<file path="config.mk">
export PLATFORM = sky130hd
export DESIGN_NAME = if_ent_sched
export DESIGN_NICKNAME = d
export VERILOG_FILES = /design/src/rtl/if_ent_sched.sv
export SDC_FILE = /design/constraint.sdc
export NUM_CORES = 1
export LEC_CHECK = 0
export ABC_AREA = 1
export CORE_UTILIZATION = 40
export CTS_CLUSTER_SIZE = 14
export DETAILED_ROUTE_END_ITERATION = 6
export PLACE_DENSITY = 0.56
export SETUP_SLACK_MARGIN = 0.15
export SKIP_CTS_REPAIR_TIMING = 1
export SLEW_MARGIN = 40
export SYNTH_ARGS = -nofsm -noshare
export SYNTH_HDL_FRONTEND = slang
export SYNTH_SLANG_ARGS = --single-unit
</file>
<file path="constraint.sdc">
create_clock -name clk -period 3.81 [get_ports clk]
set_input_delay 0.9525 -clock clk [delete_from_list [all_inputs] [get_ports clk]]
set_output_delay 0.9525 -clock clk [all_outputs]
set_load 0.02 [all_outputs]
</file>
<file path="src/rtl/if_ent_sched.sv">
// Two-requester round-robin front end sharing one IfEnt compare-select datapath; result held until taken.
// Latency: result valid 2 cycles after the accept cycle, 2+NBITS when A==B!=0 (restoring divide).
// Backpressure: a result waits in DONE until out_ready; no new accept is taken until it is consumed.
module if_ent_sched #(
    parameter int NBITS = 8,
    parameter int KWARG = 17
) (
    input  logic             clk,
    input  logic             rst_n,
    input  logic             req0_valid,
    output logic             req0_ready,
    input  logic [NBITS-1:0] req0_a,
    input  logic [NBITS-1:0] req0_b,
    input  logic             req1_valid,
    output logic             req1_ready,
    input  logic [NBITS-1:0] req1_a,
    input  logic [NBITS-1:0] req1_b,
    output logic             out_valid,
    input  logic             out_ready,
    output logic [NBITS-1:0] out_data,
    output logic             out_id,
    output logic             busy
);

    typedef enum logic [1:0] {IDLE, EXEC, DIV, DONE} state_t;

    localparam int              CW  = $clog2(NBITS + 1);
    localparam logic [NBITS-1:0] K   = NBITS'(KWARG);
    localparam logic [NBITS-1:0] ONE = NBITS'(1);

    state_t           state;
    logic             ptr;
    logic             id_q;
    logic [NBITS-1:0] a_q;
    logic [NBITS-1:0] b_q;
    logic [NBITS-1:0] rem_q;
    logic [NBITS-1:0] quo_q;
    logic [CW-1:0]    cnt_q;

    logic             grant;
    logic             acc0;
    logic             acc1;
    logic [NBITS-1:0] sq;
    logic [NBITS-1:0] simple_res;
    logic [NBITS:0]   trial;
    logic             fits;
    logic [NBITS-1:0] rem_nxt;
    logic [NBITS-1:0] quo_nxt;

    // ptr=1 means requester 1 wins a tie
    assign grant      = req1_valid & (~req0_valid | ptr);
    assign req0_ready = (state == IDLE) & rst_n & ~grant;
    assign req1_ready = (state == IDLE) & rst_n & grant;
    assign acc0       = req0_valid & req0_ready;
    assign acc1       = req1_valid & req1_ready;

    assign busy      = (state != IDLE);
    assign out_valid = (state == DONE);

    assign sq = a_q * a_q;

    always_comb begin
        simple_res = ONE + K;
        if (a_q > b_q)
            simple_res = a_q - ONE + K;
        else if (a_q < b_q)
            simple_res = {a_q[NBITS-2:0], 1'b0} - b_q + K;
    end

    // Restoring divide: quo_q starts as the dividend and shifts quotient bits in from the right
    assign trial   = {rem_q, quo_q[NBITS-1]};
    assign fits    = (trial >= {1'b0, b_q});
    assign rem_nxt = fits ? (trial[NBITS-1:0] - b_q) : trial[NBITS-1:0];
    assign quo_nxt = {quo_q[NBITS-2:0], fits};

    always_ff @(posedge clk or negedge rst_n) begin
        if (!rst_n) begin
            state    <= IDLE;
            ptr      <= 1'b0;
            id_q     <= 1'b0;
            a_q      <= '0;
            b_q      <= '0;
            rem_q    <= '0;
            quo_q    <= '0;
            cnt_q    <= '0;
            out_data <= '0;
            out_id   <= 1'b0;
        end else begin
            case (state)
                IDLE: begin
                    if (acc0 || acc1) begin
                        a_q   <= acc1 ? req1_a : req0_a;
                        b_q   <= acc1 ? req1_b : req0_b;
                        id_q  <= acc1;
                        ptr   <= ~acc1;
                        state <= EXEC;
                    end
                end
                EXEC: begin
                    if ((a_q == b_q) && (a_q != '0)) begin
                        quo_q <= sq;
                        rem_q <= '0;
                        cnt_q <= CW'(NBITS);
                        state <= DIV;
                    end else begin
                        out_data <= simple_res;
                        out_id   <= id_q;
                        state    <= DONE;
                    end
                end
                DIV: begin
                    rem_q <= rem_nxt;
                    quo_q <= quo_nxt;
                    cnt_q <= cnt_q - CW'(1);
                    if (cnt_q == CW'(1)) begin
                        out_data <= quo_nxt + ONE + K;
                        out_id   <= id_q;
                        state    <= DONE;
                    end
                end
                DONE: begin
                    if (out_ready)
                        state <= IDLE;
                end
                default: state <= IDLE;
            endcase
        end
    end

endmodule

</file>
==> results of run 1 <==
-- synthesized netlist by cell type --
cell type | instances | share of area
nor2_4 | 1 | 0.0026
inv_1 | 90 | 0.078
clkinv_2 | 1 | 0.0012
ha_1 | 49 | 0.14
nand3_4 | 1 | 0.0041
or2_2 | 1 | 0.0015
nand3_2 | 2 | 0.0046
nand4_1 | 4 | 0.0058
nor2_2 | 5 | 0.0073
buf_4 | 1 | 0.0017
or2_1 | 1 | 0.0015
o211ai_1 | 3 | 0.0052
nor2_1 | 54 | 0.047
inv_2 | 4 | 0.0035
nand3b_1 | 2 | 0.0035
nand4_4 | 1 | 0.0049
nand2_4 | 2 | 0.0052
o22ai_1 | 18 | 0.026
o221ai_2 | 1 | 0.0035
clkbuf_1 | 4 | 0.0035
o21bai_1 | 3 | 0.0052
a21oi_2 | 3 | 0.0061
fa_1 | 10 | 0.046
o21ai_4 | 1 | 0.0038
nand3_1 | 39 | 0.045
inv_4 | 1 | 0.0015
nor3_1 | 2 | 0.0023
nand2_1 | 157 | 0.14
a31oi_1 | 1 | 0.0015
o21ai_1 | 12 | 0.014
a21oi_1 | 15 | 0.017
dfrtp_1 | 49 | 0.28
nand2_2 | 2 | 0.0029
o21ai_0 | 22 | 0.026
xor2_1 | 12 | 0.024
buf_6 | 4 | 0.010
buf_2 | 5 | 0.0058
or2_0 | 1 | 0.0015
xnor2_1 | 5 | 0.010
nand2b_1 | 1 | 0.0015
-- layout make-up --
cell class                      count  area [um^2]
Sequential cell                    49         1230
Inverter                           96          364
Clock buffer                        5         68.8
Clock inverter                      2         35.0
Multi-Input combinational cell    431         2660
Tap cell                          136          170
Timing Repair Buffer               66          613
Fill cell                        1094         5230
-- critical path, delay by kind of cell (launching register included) --
kind | cells | cell delay, ns
adder cells (fa/ha/maj) | 5 | 1.73
AO/OA/AOI/OAI | 1 | 0.17
AND/OR/NAND/NOR | 9 | 0.66
buffers and inverters | 3 | 0.16
flip-flops | 1 | 0.43
XOR/XNOR | 1 | 0.17
-- final timing paths --
check / from / endpoint / slack [ns] / cells after the start
max: a_q[1] / quo_q[7] / 0.38 / 19
max in group asynchronous: rst_n / a_q[2] / 2.45 / 2
min in group asynchronous: rst_n / out_id / 0.87 / 2
max reg2reg: a_q[1] / quo_q[7] / 0.38 / 19
min: out_data[0] / out_data[0] / 0.48 / 2
min reg2reg: out_data[0] / out_data[0] / 0.48 / 2
-- registers in the layout, indices dropped and copies added (netlist names) --
signal,cells
ptr,1
out_data,8
state,2
quo_q,8
b_q,8
cnt_q,4
rem_q,8
out_id,1
id_q,1
a_q,8
-- cell families (layout without fill, tap and decap cells) --
family / after synthesis / count (layout) / synth area share
simple gates: 276 / 276 / 0.278
buf+inv: 110 / 169 / 0.106
compound gates: 79 / 79 / 0.108
fa+ha+maj: 59 / 59 / 0.189
flops: 49 / 49 / 0.284
xor+xnor: 17 / 17 / 0.0345
-- stage by stage --
stage / cell area [um^2] / cells
2_1_floorplan: 4310 / 590
3_3_place_gp: 4920 / 767
3_5_place_dp: 4920 / 767
4_1_cts: 5020 / 774
5_1_grt: 5140 / 785
6_report: 5140 / 785
-- layer usage --
metal  vias up  wire length (um)  global-route usage
li1       1994                 -                   -
met2        77              4810               0.329
met4         0               103              0.0397
met3         8               405              0.0278
met1      1725              5350               0.290
met5         -                 0                   0
==> impl_metrics.json, run 1 <==
{
  "status": "complete, no violations",
  "routed_wl_um": 10700,
  "num_rows": 37,
  "setup_ws_ns": 0.380,
  "gr-usage-all-layers": 0.203,
  "end_kind": "flop",
  "max_freq_mhz": 292,
  "vias_per_cell": 4.85,
  "finClkSkew_ns": 0.0106,
  "clk_pin_slew_ns": 0.10,
  "cp_max_fo": 6,
  "cts_tree": "yes",
  "dp_slack_ns": 0.240,
  "drt_iter0_drc": 190,
  "antenna_found_initial": 0,
  "portBuffers": 49,
  "root_buffer": "clkbuf_8",
  "yosysSeqAreaShare": 0.284,
  "grt_pass1_vias": 3657,
  "crit_path_max_incr_delay_ns": 0.52,
  "die_w_um": 106,
  "grt_max_degree": 50,
  "num_io_pins": 50,
  "diodes": 0,
  "slew_violations": 0,
  "finalSetupTns_ns": 0,
  "dieArea_um2": 11200,
  "fin_hold_ws_ns": 0.484,
  "synth_fp_nets": 686,
  "cts_inserted_buffers": 5,
  "final_common_cell": "nand2_1",
  "drive_gt1_frac": 0.0924,
  "first_pass_iters": 4,
  "dpl.hpwl_um": 8380,
  "slew_headroom": 0.525,
  "drv_cap": 0,
  "core_area_um2": 10400,
  "min_period_ns": 3.43,
  "ant_nets": 0,
  "final_util": 0.496,
  "crit_arrival_ns": 3.62,
  "h-tree-depth": 2,
  "die_y_um": 106,
  "slowest_stage": "fa_1",
  "synthCells": 590,
  "wl_per_cell_um": 13.6,
  "cts_buffer_depth": 2,
  "netlist_area_um2": 4310,
  "cp_cell_sequence": "nand2_1 -> xor2_1 -> ha_1 -> o21bai_1 -> fa_1 -> ha_1 -> inv_1 -> fa_1 -> inv_1 -> ha_4 -> nand3_1 -> nand2_1 -> nand3_1 -> nand2_1 -> inv_1 -> nand2_1 -> nand3_1 -> nand2_1 -> nand2_1",
  "hold_viol": 0,
  "worstMarginPinSlew_ns": 0.712,
  "cts.sink_count": 49,
  "grt_pass1_wl_um": 17900,
  "ys_warn_count": 0,
  "finalWeightedCongestion": 0.849,
  "hp-class": "flop to flop",
  "area_growth_pct": 19.3,
  "overflow": 0,
  "final_cell_mix": "nand2_1 (156), inv_1 (90), nor2_1 (54)",
  "crit_required_ns": 4.01,
  "worstSetupStartpointType": "flop",
  "criticalPathCategory": "flop to flop",
  "rsz0062_at_grt": "no",
  "start_util": 0.416,
  "worstSkewPairLatency_ns": 0.30,
  "synth_area_per_cell_um2": 7.31,
  "drc_errors": 0,
  "vias": 3804,
  "nets": 745,
  "synthDistinctLibCells": 40,
  "timing.critical_path.mode_cell": "nand2_1",
  "period_share": 0.900,
  "yosys_register_bits": 49,
  "setup_violations": 0
}
Power of run 1 is not shown: default switching activity piles up to over one toggle a cycle in this logic, so the estimate is an artifact.
==> run 2, diff against run 1 <==
--- a/config.mk
+++ b/config.mk
@@ -6,6 +6,7 @@
 export NUM_CORES = 1
 export LEC_CHECK = 0
 export ABC_AREA = 1
+export CORE_ASPECT_RATIO = 1.1
 export CORE_UTILIZATION = 40
 export CTS_CLUSTER_SIZE = 14
 export DETAILED_ROUTE_END_ITERATION = 6
==> impl_metrics.json, run 2 (synthesized netlist as in run 1, its figures left out) <==
{
  "fillCellCount": 1088,
  "die_w_um": 101,
  "dpl.hpwl_um": 8340,
  "r2r-end": "quo_q[7]",
  "grt_max_degree": 50,
  "period_share": 0.894,
  "cp_max_fo": 7,
  "die_y_um": 111,
  "drv_cap": 0,
  "final_cell_mix": "nand2_1 (155), inv_1 (90), nor2_1 (54)",
  "end_kind": "flop",
  "wl_per_cell_um": 13.6,
  "diodes": 0,
  "nets": 737,
  "gr-usage-all-layers": 0.205,
  "num_io_pins": 50,
  "slew_headroom": 0.542,
  "max_freq_mhz": 294,
  "antenna_found_initial": 0,
  "drc_errors": 0,
  "reg2reg_from": "a_q[0]",
  "grt_pass1_vias": 3755,
  "rrSetupSlack_ns": 0.41,
  "drive_gt1_frac": 0.0810,
  "hp-class": "flop to flop",
  "endpoint": "quo_q[7]",
  "vias": 3815,
  "root_buffer": "clkbuf_16",
  "num_rows": 39,
  "final_common_cell": "nand2_1",
  "vias_per_cell": 4.86,
  "setup_violations": 0,
  "stdcell_count": 785,
  "finalSetupTns_ns": 0,
  "core_area_um2": 10400,
  "critPathLaunch": "a_q[0]",
  "worstSkewPairLatency_ns": 0.29,
  "worstMarginPinSlew_ns": 0.686,
  "start_util": 0.413,
  "overflow": 0,
  "h-tree-depth": 2,
  "regArea_um2": 1230,
  "ff2ff_path_depth": 19,
  "finalWeightedCongestion": 0.865,
  "drt_iter0_drc": 157,
  "dp_slack_ns": 0.267,
  "slew_violations": 0,
  "cts_buffer_depth": 2,
  "cts_tree": "yes",
  "dp.cells": 775,
  "hold_viol": 0,
  "criticalPathCategory": "flop to flop",
  "portBuffers": 49,
  "dieArea_um2": 11200,
  "ant_nets": 0,
  "cts_inserted_buffers": 5,
  "area_growth_pct": 19.1,
  "finClkSkew_ns": 0.0123,
  "status": "complete, no violations",
  "cts.sink_count": 49,
  "min_period_ns": 3.40,
  "multiInputGateArea_um2": 2660,
  "routed_wl_um": 10700,
  "setup_ws_ns": 0.405,
  "rsz0062_at_grt": "no",
  "crit_arrival_ns": 3.58,
  "first_pass_iters": 4,
  "clk_pin_slew_ns": 0.07,
  "worstSetupStartpointType": "flop",
  "crit_required_ns": 3.99,
  "grt_pass1_wl_um": 18000
}
[run 2: cell count changes in the layout (fill, tap and decap cells not counted), sizes merged]
| cell | change |
|---|---|
| clkinv | -1 |
| clkinvlp | +2 |
| bufinv | -1 |
| buf | -8 |
| clkbuf | +1 |
[run 2: metal layers]
layer,vias to the layer above,global-route usage,part of all wire
met3,13,0.0309,0.029
li1,1981,-,-
met1,1755,0.269,0.48
met5,-,0,0
met2,66,0.348,0.48
met4,0,0.0551,0.019
[run 2: how the worst min path moves through the flow]
stage | slack (ns) | cells past startpoint | startpoint | end
after detailed placement | 0.47 | 2 | out_data[6] | out_data[6]
after CTS | 0.48 | 2 | out_data[6] | out_data[6]
final | 0.47 | 2 | out_data[6] | out_data[6]
after global routing | 0.51 | 2 | out_data[7] | out_data[7]
after floorplan | 0.46 | 2 | rem_q[7] | rem_q[7]
after global placement | 0.46 | 2 | out_data[6] | out_data[6]
[run 2: per-stage QoR]
step / area [um^2] / hold slack [ns] / util
2_1_floorplan: 4310 / 0.463 / -
3_3_place_gp: 4930 / 0.461 / 0.473
3_5_place_dp: 4930 / 0.465 / 0.473
4_1_cts: 5080 / 0.482 / 0.486
5_1_grt: 5130 / 0.514 / 0.491
6_report: 5130 / 0.474 / 0.491
[run 2: area by class of cell]
type	count	share of cell area
repair buffers	58	0.108
clock inverters	2	0.00293
multi-input cells	431	0.519
well taps	143	0.0349
clock buffers	6	0.0251
flip-flops and latches	49	0.240
inverters	96	0.0709
[run 2: worst max-delay path: stages, from the launching register on]
cell and delay [ns]:
dfrtp_2 0.42, nand2_1 0.13, xor2_1 0.16, ha_1 0.17, o21bai_1 0.16, fa_1 0.44, ha_1 0.29, inv_1 0.05
fa_1 0.53, inv_1 0.07, ha_4 0.29, nand3_1 0.09, nand2_1 0.07, nand3_1 0.06, nand2_1 0.08, inv_1 0.04
nand2_1 0.06, nand3_1 0.06, nand2_1 0.08, nand2_1 0.04
Power of run 2 is left out for the same reason.
==> run 3, diff against run 2 <==
--- a/config.mk
+++ b/config.mk
@@ -6,6 +6,7 @@
 export NUM_CORES = 1
 export LEC_CHECK = 0
 export ABC_AREA = 1
+export CAP_MARGIN = 0
 export CORE_ASPECT_RATIO = 1.1
 export CORE_UTILIZATION = 40
 export CTS_CLUSTER_SIZE = 14
==> results of run 3 <==
Final layout, timing and power as in run 2 (identical DEF).
Power of run 3 is left out for the same reason.
